File: src/rtl/hbridge_pkg.sv
// rtl/hbridge_pkg.sv - shared state encoding and sizing helper for the H-bridge direction guard
package hbridge_pkg;

    typedef enum logic [1:0] {
        IDLE  = 2'd0,
        DEAD  = 2'd1,
        RUN   = 2'd2,
        FAULT = 2'd3
    } state_t;

    // Width of a down-counter that must hold DEAD_CYCLES-1; never below one bit.
    function automatic int cnt_width(input int dead_cycles);
        return (dead_cycles < 1) ? 1 : $clog2(dead_cycles + 1);
    endfunction

endpackage

File: src/rtl/sat_counter.sv
// rtl/sat_counter.sv - up-counter that sticks at all-ones
module sat_counter #(
    parameter int W = 16
) (
    input  logic         clk,
    input  logic         rst_n,
    input  logic         i_inc,
    output logic [W-1:0] o_count
);

    logic [W-1:0] r_count;

    always_ff @(posedge clk or negedge rst_n) begin
        if (!rst_n) begin
            r_count <= '0;
        end else if (i_inc && (r_count != {W{1'b1}})) begin
            r_count <= r_count + W'(1);
        end
    end

    assign o_count = r_count;

endmodule

File: src/rtl/hbridge_dir_guard.sv
// rtl/hbridge_dir_guard.sv - dead-time and fault guard between pwm_gen_0 and the H-bridge inputs
module hbridge_dir_guard
    import hbridge_pkg::*;
#(
    parameter int DEAD_CYCLES = 50,
    parameter int REV_CNT_W   = 16
) (
    input  logic                 clk,
    input  logic                 reset_n,
    input  logic                 enable,
    input  logic                 pwm_in,
    input  logic                 dir_in,
    input  logic                 fault_in,
    input  logic                 fault_clr,
    output logic                 hb_in1,
    output logic                 hb_in2,
    output logic                 busy,
    output logic                 fault_latched,
    output logic [REV_CNT_W-1:0] rev_count
);

    localparam int               CNT_W    = cnt_width(DEAD_CYCLES);
    localparam logic [CNT_W-1:0] CNT_LOAD = CNT_W'(DEAD_CYCLES - 1);

    state_t           r_state;
    state_t           w_next;
    logic [CNT_W-1:0] r_cnt;
    logic [CNT_W-1:0] w_cnt_next;
    logic             r_dir;
    logic             w_dir_next;
    logic             w_rev_inc;
    logic             r_hb1;
    logic             r_hb2;
    logic             r_busy;
    logic             r_fault;

    always_comb begin
        w_next     = r_state;
        w_cnt_next = r_cnt;
        w_dir_next = r_dir;
        w_rev_inc  = 1'b0;
        if (fault_in) begin
            w_next     = FAULT;
            w_cnt_next = '0;
        end else begin
            unique case (r_state)
                IDLE: begin
                    if (enable) begin
                        w_next     = DEAD;
                        w_cnt_next = CNT_LOAD;
                        w_dir_next = dir_in;
                    end
                end
                DEAD: begin
                    if (!enable) begin
                        w_next     = IDLE;
                        w_cnt_next = '0;
                    end else if (dir_in != r_dir) begin
                        w_cnt_next = CNT_LOAD;
                        w_dir_next = dir_in;
                    end else if (r_cnt == '0) begin
                        w_next = RUN;
                    end else begin
                        w_cnt_next = r_cnt - CNT_W'(1);
                    end
                end
                RUN: begin
                    if (!enable) begin
                        w_next = IDLE;
                    end else if (dir_in != r_dir) begin
                        w_next     = DEAD;
                        w_cnt_next = CNT_LOAD;
                        w_dir_next = dir_in;
                        w_rev_inc  = 1'b1;
                    end
                end
                FAULT: begin
                    if (fault_clr) begin
                        w_next = IDLE;
                    end
                end
                default: begin
                    w_next     = IDLE;
                    w_cnt_next = '0;
                end
            endcase
        end
    end

    // Outputs are registered from the next state so RUN echoes pwm_in exactly one cycle late
    // and the bridge drops on the same edge that leaves RUN.
    always_ff @(posedge clk or negedge reset_n) begin
        if (!reset_n) begin
            r_state <= IDLE;
            r_cnt   <= '0;
            r_dir   <= 1'b0;
            r_hb1   <= 1'b0;
            r_hb2   <= 1'b0;
            r_busy  <= 1'b0;
            r_fault <= 1'b0;
        end else begin
            r_state <= w_next;
            r_cnt   <= w_cnt_next;
            r_dir   <= w_dir_next;
            r_hb1   <= (w_next == RUN) && pwm_in && r_dir;
            r_hb2   <= (w_next == RUN) && pwm_in && !r_dir;
            r_busy  <= (w_next == DEAD);
            r_fault <= (w_next == FAULT);
        end
    end

    sat_counter #(
        .W (REV_CNT_W)
    ) u_rev_cnt (
        .clk     (clk),
        .rst_n   (reset_n),
        .i_inc   (w_rev_inc),
        .o_count (rev_count)
    );

    assign hb_in1        = r_hb1;
    assign hb_in2        = r_hb2;
    assign busy          = r_busy;
    assign fault_latched = r_fault;

endmodule

File: config.mk
export PLATFORM = sky130hd
export DESIGN_NAME = hbridge_dir_guard
export DESIGN_NICKNAME = d
export VERILOG_FILES = /design/src/rtl/hbridge_pkg.sv /design/src/rtl/sat_counter.sv /design/src/rtl/hbridge_dir_guard.sv
export SDC_FILE = /design/constraint.sdc
export NUM_CORES = 1
export LEC_CHECK = 0
export BUFFER_PORTS_ARGS = -buffer_cell sky130_fd_sc_hd__buf_2
export CELL_PAD_IN_SITES_DETAIL_PLACEMENT = 1
export CELL_PAD_IN_SITES_GLOBAL_PLACEMENT = 2
export CORE_AREA = 2 2 68 70
export CTS_BUF_LIST = sky130_fd_sc_hd__clkbuf_8
export DETAILED_ROUTE_END_ITERATION = 8
export DIE_AREA = 0 0 70 72
export PLACE_DENSITY = 0.83
export REMOVE_ABC_BUFFERS = 1
export SYNTH_ARGS = -nofsm -noshare
export SYNTH_HDL_FRONTEND = slang
export SYNTH_HIERARCHICAL = 1
export SYNTH_SLANG_ARGS = --single-unit
File: constraint.sdc
create_clock -name clk -period 5.2 [get_ports clk]
set_clock_uncertainty 0.2 [all_clocks]
set_input_delay 1.04 -clock clk [delete_from_list [all_inputs] [get_ports clk]]
set_output_delay 1.04 -clock clk [all_outputs]
set_load 0.03 [all_outputs]
==> key figures, run 1 <==
Critical path
  • Critical path, cell by cell: buf_2 > xnor2_4 > nor3_1 > and3_1 > and4_2 > a31oi_1 > a31oi_1
  • Critical path class: in2reg
  • Crit path max-delay cell type: nor3_1
  • Critical path peak fanout: 10
  • Worst setup startpoint: dir_in
  • Most frequent CP cell: a31oi_1
  • Worst Setup Start Kind: input port
  • Reg-to-reg startpoint: r_state[0]
  • Reg2Reg Setup Slack: 2590 ps
  • Worst r2r path cells: 8
  • CP endpoint kind: flop
  • Critical path arrival: 2810 ps
  • CP top delay family: simple AND/OR/NAND/NOR gates
  • RR Endpoint: u_rev_cnt/o_count[7]
  • CP required: about 5200 ps
  • Largest stage delay on the critical path: 560 ps
  • Buf+Inv Stages, Crit Path: 1

Global routing
  • GR Util met3: 0.0417
  • Total global routing overflow: 0
  • First-pass GRT wire length: ~7.3 mm
  • GR Layer Usage met1: 0.247
  • Met2 usage: 0.293
  • Initial antenna violation count: 0
  • Grt peak-use layer: met2
  • Pin count of the biggest net entering global routing: 30
  • Vias in the first global route: 1425
  • Gr usage total: 0.183

Clocking
  • Post-CTS Setup Repair Bufs: 0
  • Hold_buf cts: 0
  • Clock Latency Late Sink: 290 ps
  • CTS Buffer Depth: 2
  • CTS root buf: clkbuf_8
  • Clock transition at path regs: 60 ps
  • Post-CTS Resized: 0
  • TritonCTS clock tree: built
  • Clock sink count: 29
  • Number of buffers created by CTS: 5
  • Htree depth: 2

Cells and area
  • Ant diodes: 0
  • Commonest non-fill, non-tap cells in the layout: dfrtp_1, buf_2, nand4_1
  • Design area: 2010 µm²
  • Final nets: between 150 and 200
  • Synth-to-Final Area Change: 17.3%
  • Share of cells above drive strength 1: 0.273
  • Fin util: 0.472
  • Most common cell after layout, fill and taps aside: dfrtp_1
  • Fin cells: 239

Detailed routing
  • Drt drc: 0
  • First drt pass iteration count: 4
  • Initial DRC count: between 70 and 80
  • Final wirelength: 4.18 mm
  • Post-DRT Antenna Nets: 0
  • Routed vias/inst: roughly 5.9
  • Vias: 1400
  • Routed len/inst: 17.5 µm

Job
  • Max-cap viol count: 0

Floorplan
  • Initial core utilization: 0.403
  • FP Rows: 24
  • Core ar.: 4260 µm²
  • DIE AREA: 5040 µm²
  • I/O pin cnt: 27
  • Die Ht: 72 µm
  • DIE WIDTH: 70 µm

Power and ir drop
  • Peak VDD IR: 0.190 mV
  • Clk pwr share: 0.291
  • Leakage: roughly 0.96 nW
  • Sw Share: 0.370
  • Comb power frac: 0.337
  • Net Sw Power: 0.000310 W
  • Flop pwr share: 0.371
  • PD cells: 417 nW/µm²
  • Cell internal pwr: about 0.00053 W

Timing
  • Max_slew headroom: 0.546
  • Slew of the pin with the lowest slew margin: around 680 ps
  • Minimum clock period: ~2800 ps
  • Crit share post-route: 0.540
  • Setup slack after layout: 2390 ps
  • Setup TNS: 0 ps
  • Fin. max-slew vios: 0
  • Final Hold Fails: 0
  • Final setup vio count: 0
  • Fmax: about 360 MHz
  • Unrepaired setup endpoints after global routing: no

Synthesis
  • Yosys cell types: 54
  • Post-synth ARST share: 1.00
  • Number of synthesized register bits: 29
  • Seq/Total Area, Yosys: 0.423
  • Ys Warns: 6
  • Syn Area/Cell: 11.0 µm²
  • Largest area contributor in the netlist: dfrtp_1
  • EDFF count, synth: 0
  • Area contributors post-synth: dfrtp_1, ha_1, nand4_1
  • Area share of the largest cell type after synthesis: 0.423
  • Synth Cell Area: 1720 µm²
  • Post-Syn Instances: 156
  • Synth Flop Type: dfrtp_1

Hold path
  • Hold Path Class: reg2reg
  • Min-Delay Endpoint: u_rev_cnt/o_count[15]
  • WHS Path Cells: 1
  • Hold path startpoint: u_rev_cnt/o_count[15]

Place
  • Post-place setup slack: 2090 ps
  • Placed Instance Area: about 1900 µm²
  • Port Buffers: 26
  • DP HPWL: 3.11 mm
  • Placed cells: 231
  • Placer Congestion: around 0.77

Run status
  • Outcome: completed
-- synth_stat cells (all sizes together), types with 6 or more instances --
master   n
a21oi    8
o21a     6
nand2    7
nand3    8
ha       6
dfrtp   29
nor2     7
inv      6
xnor2    7
nand4   11
a31oi    6
-- final cells by class --
type	count	area, µm²
clock buffer	6	82.6
clock inverter	2	33.8
fill	481	2250
inverter	6	22.5
multi-input combinational	118	953
sequential	29	726
tap	52	65.1
timing repair buffer	26	130
-- metrics by stage --
step | power (W) | hold slack, ps
after detailed placement | 0.000600 | 315
after global routing | 0.000894 | 359
after CTS | 0.000849 | 325
after floorplan | 0.000518 | 290
after global placement | 0.000586 | 302
final | 0.000840 | 324
-- state kept, by name (all words and copies together) (netlist names) --
name and count:
busy 1, u_rev_cnt/o_count 16, hb_in2 1, r_dir 1, r_state 2, hb_in1 1
r_cnt 6, fault_latched 1
-- power by group through the flow --
stage,Clock (W),Combinational [W],Sequential (W)
floorplan,0,0.000181,0.000337
detailed placement,0,0.000284,0.000317
global route,0.000262,0.000313,0.000320
CTS,0.000250,0.000286,0.000313
global placement,0,0.000273,0.000313
finish,0.000245,0.000283,0.000312
-- worst max-delay path by stage --
stage / endpoint / slack [ps] / depth (start not counted)
global route: u_rev_cnt/o_count[14] / 2220 / 7
detailed placement: u_rev_cnt/o_count[10] / 2090 / 7
finish: u_rev_cnt/o_count[7] / 2390 / 7
CTS: u_rev_cnt/o_count[10] / 2410 / 7
floorplan: u_rev_cnt/o_count[5] / 2470 / 6
global placement: u_rev_cnt/o_count[5] / 2150 / 7
-- layer usage --
layer / wire length, µm / vias to the layer above / share of wire
met5: 0 / - / 0
met2: 2000 / 32 / 0.48
met3: 139 / 8 / 0.033
met4: 70 / 0 / 0.017
li1: - / 661 / -
met1: 1970 / 699 / 0.47
-- logic make-up (layout without fill, tap and decap cells) --
family	Yosys count	after routing	share of synthesized area
adders and majority gates	6	6	0.0437
and+or+nand+nor	60	60	0.253
DFF	29	29	0.423
AOI/OAI and AO/OA	41	41	0.189
buffers and inverters	9	40	0.0219
muxes	2	2	0.0131
xor gates and xnor gates	9	9	0.0569
Power figures use the tool's default switching activity.
==> inputs of run 2 (changes only) <==
--- a/config.mk
+++ b/config.mk
@@ -8,11 +8,11 @@
 export BUFFER_PORTS_ARGS = -buffer_cell sky130_fd_sc_hd__buf_2
 export CELL_PAD_IN_SITES_DETAIL_PLACEMENT = 1
 export CELL_PAD_IN_SITES_GLOBAL_PLACEMENT = 2
-export CORE_AREA = 2 2 68 70
+export CORE_AREA = 2 2 71 73
 export CTS_BUF_LIST = sky130_fd_sc_hd__clkbuf_8
 export DETAILED_ROUTE_END_ITERATION = 8
-export DIE_AREA = 0 0 70 72
-export PLACE_DENSITY = 0.83
+export DIE_AREA = 0 0 73 75
+export PLACE_DENSITY = 0.77
 export REMOVE_ABC_BUFFERS = 1
 export SYNTH_ARGS = -nofsm -noshare
 export SYNTH_HDL_FRONTEND = slang
==> constraint.sdc (replaced) <==
create_clock -name clk -period 2.9 [get_ports clk]
set_clock_uncertainty 0.2 [all_clocks]
set_input_delay 0.58 -clock clk [delete_from_list [all_inputs] [get_ports clk]]
set_output_delay 0.58 -clock clk [all_outputs]
set_load 0.03 [all_outputs]
==> key figures, run 2 (same netlist as run 1, synthesis figures left out) <==
Run status
  • Outcome: completed

Floorplan
  • I/O pin cnt: 27 (unchanged)
  • Initial core utilization: 0.368 (-0.0343)
  • Core ar.: 4660 µm² (+9.3%)
  • Die Ht: 75 µm (+4.2%)
  • DIE WIDTH: 73 µm (+4.3%)
  • FP Rows: 25 (+4.2%)
  • DIE AREA: 5480 µm² (+8.6%)

Power and ir drop
  • Peak VDD IR: 0.198 mV (+4.6%)
  • Comb power frac: 0.339 (+0.002)
  • Leakage: 0.969 nW (+0.56%)
  • Cell internal pwr: 0.000949 W (+79%)
  • Sw Share: 0.365 (-0.00433)
  • Net Sw Power: 0.000546 W (+76%)
  • Flop pwr share: 0.373 (+0.002)
  • Clk pwr share: 0.288 (-0.003)
  • PD cells: 739 nW/µm² (+77%)

Clocking
  • CTS root buf: clkbuf_8
  • Htree depth: 2 (unchanged)
  • Clock sink count: 29 (unchanged)
  • Clock transition at path regs: 70 ps (about the same)
  • Post-CTS Resized: 0 (unchanged)
  • Number of buffers created by CTS: 5 (unchanged)
  • TritonCTS clock tree: built
  • Hold_buf cts: 0 (unchanged)
  • Clock Latency Late Sink: 280 ps (about the same)
  • Post-CTS Setup Repair Bufs: 0 (unchanged)
  • CTS Buffer Depth: 2 (unchanged)

Timing
  • Final setup vio count: 0 (unchanged)
  • Unrepaired setup endpoints after global routing: no
  • Minimum clock period: roughly 2300 ps
  • Max_slew headroom: 0.567 (+0.0206)
  • Fmax: 428 MHz
  • Final Hold Fails: 0 (unchanged)
  • Fin. max-slew vios: 0 (unchanged)
  • Setup TNS: 0 ps (unchanged)
  • Setup slack after layout: 561 ps (-1830 ps)
  • Slew of the pin with the lowest slew margin: 650 ps (-31.0 ps)
  • Crit share post-route: 0.807

Detailed routing
  • Initial DRC count: 48 (-37%)
  • Final wirelength: 4.06 mm (-3.0%)
  • Routed len/inst: 16.8 µm (-4.2%)
  • Drt drc: 0 (unchanged)
  • First drt pass iteration count: 4 (unchanged)
  • Vias: 1389 (-0.79%)
  • Post-DRT Antenna Nets: 0 (unchanged)
  • Routed vias/inst: 5.74 (-2.0%)

Global routing
  • Initial antenna violation count: 0 (unchanged)
  • Total global routing overflow: 0 (unchanged)
  • Gr usage total: 0.166 (-0.0176)
  • Vias in the first global route: 1489 (+4.5%)
  • First-pass GRT wire length: 6.96 mm (-5.0%)
  • Pin count of the biggest net entering global routing: 30 (unchanged)

Cells and area
  • Fin util: 0.434 (-0.0380)
  • Most common cell after layout, fill and taps aside: dfrtp_1
  • Design area: 2020 µm² (+0.50%)
  • Max reg flops: 16 (unchanged)
  • Synth-to-Final Area Change: 17.9%
  • Commonest non-fill, non-tap cells in the layout: dfrtp_1, buf_2, nand4_1
  • Multi-input gate area: 953 µm² (unchanged)
  • Filler Cell Count: 522 (+8.5%)
  • Share of cells above drive strength 1: 0.277 (+0.00387)
  • Ant diodes: 0 (unchanged)
  • Final nets: 200 (+0.50%)
  • Sequential Area: 726 µm² (unchanged)
  • Fin cells: 242 (+1.3%)

Place
  • Port Buffers: 26 (unchanged)
  • Placed Instance Area: 1910 µm² (+0.53%)
  • DP HPWL: 3.03 mm (-2.5%)
  • Placed cells: 234 (+1.3%)
  • Placer Congestion: 0.769 (-0.50%)
  • Post-place setup slack: 554 ps (-1540 ps)

Critical path
  • Worst Setup Start Kind: flop
  • Critical path, cell by cell: inv_1 > ha_1 > nand2_1 > nor3_1 > buf_4 > and3_1 > and4_2 > o211ai_1 > o21a_1
  • Critical path arrival: 2310 ps (-500 ps)
  • CP top delay family: simple AND/OR/NAND/NOR gates
  • Crit path max-delay cell type: dfrtp_1
  • Critical path peak fanout: 6 (-4)
  • Largest stage delay on the critical path: 430 ps (-130 ps)
  • Critical path class: reg2reg
  • Buf+Inv Stages, Crit Path: 2 (+1)
  • CP required: 2870 ps (-2330 ps)
  • CP endpoint kind: flop

Job
  • Max-cap viol count: 0 (unchanged)

Hold path
  • Hold Path Class: in2async
-- run 2: cell count changes in the layout (fill, tap and decap cells not counted) --
cell and change:
buf_4 +1
-- run 2: area by class of cell --
class,count,area share
well taps,54,0.0334
repair buffers,27,0.0680
clock buffers,6,0.0408
inverters,6,0.0111
multi-input cells,118,0.471
flip-flops and latches,29,0.359
clock inverters,2,0.0167
-- run 2: worst register-to-register path, delay by kind of cell (launching register included) --
family,cells,cell delay (ps)
compound gates,2,230
simple gates,4,790
buf+inv,2,290
fa+ha+maj,1,300
flops,1,430
-- run 2: worst paths after layout --
path,startpoint,endpoint,slack [ps],cells after the start
max in group asynchronous,reset_n,u_rev_cnt/o_count[14],1940,1
hold reg to reg,r_cnt[1],r_cnt[1],340,1
setup / recovery,r_state[0],u_rev_cnt/o_count[5],560,9
hold / removal,reset_n,r_cnt[5],120,1
setup reg to reg,r_state[0],u_rev_cnt/o_count[5],560,9
min in group clk,r_cnt[1],r_cnt[1],340,1
-- run 2: stage by stage --
step	total power (W)	hold slack [ps]
5_1_grt	0.00160	173
3_5_place_dp	0.00108	326
6_report	0.00150	124
3_3_place_gp	0.00105	306
2_1_floorplan	0.000928	84.4
4_1_cts	0.00151	157
-- run 2: power by group through the flow --
stage / combinational (W) / sequential (W) / clock, W
2_1_floorplan: 0.000325 / 0.000603 / 0
3_3_place_gp: 0.000488 / 0.000564 / 0
3_5_place_dp: 0.000509 / 0.000566 / 0
4_1_cts: 0.000511 / 0.000559 / 0.000440
5_1_grt: 0.000571 / 0.000573 / 0.000458
6_report: 0.000507 / 0.000558 / 0.000431
-- run 2: metal layers --
layer | wire (µm) | part of all wire | vias up | GRT usage
li1 | - | - | 661 | -
met1 | 1730 | 0.43 | 708 | 0.196
met2 | 2200 | 0.54 | 18 | 0.299
met3 | 112 | 0.028 | 2 | 0.0375
met4 | 17 | 0.0042 | 0 | 0.0514
met5 | 0 | 0 | - | 0
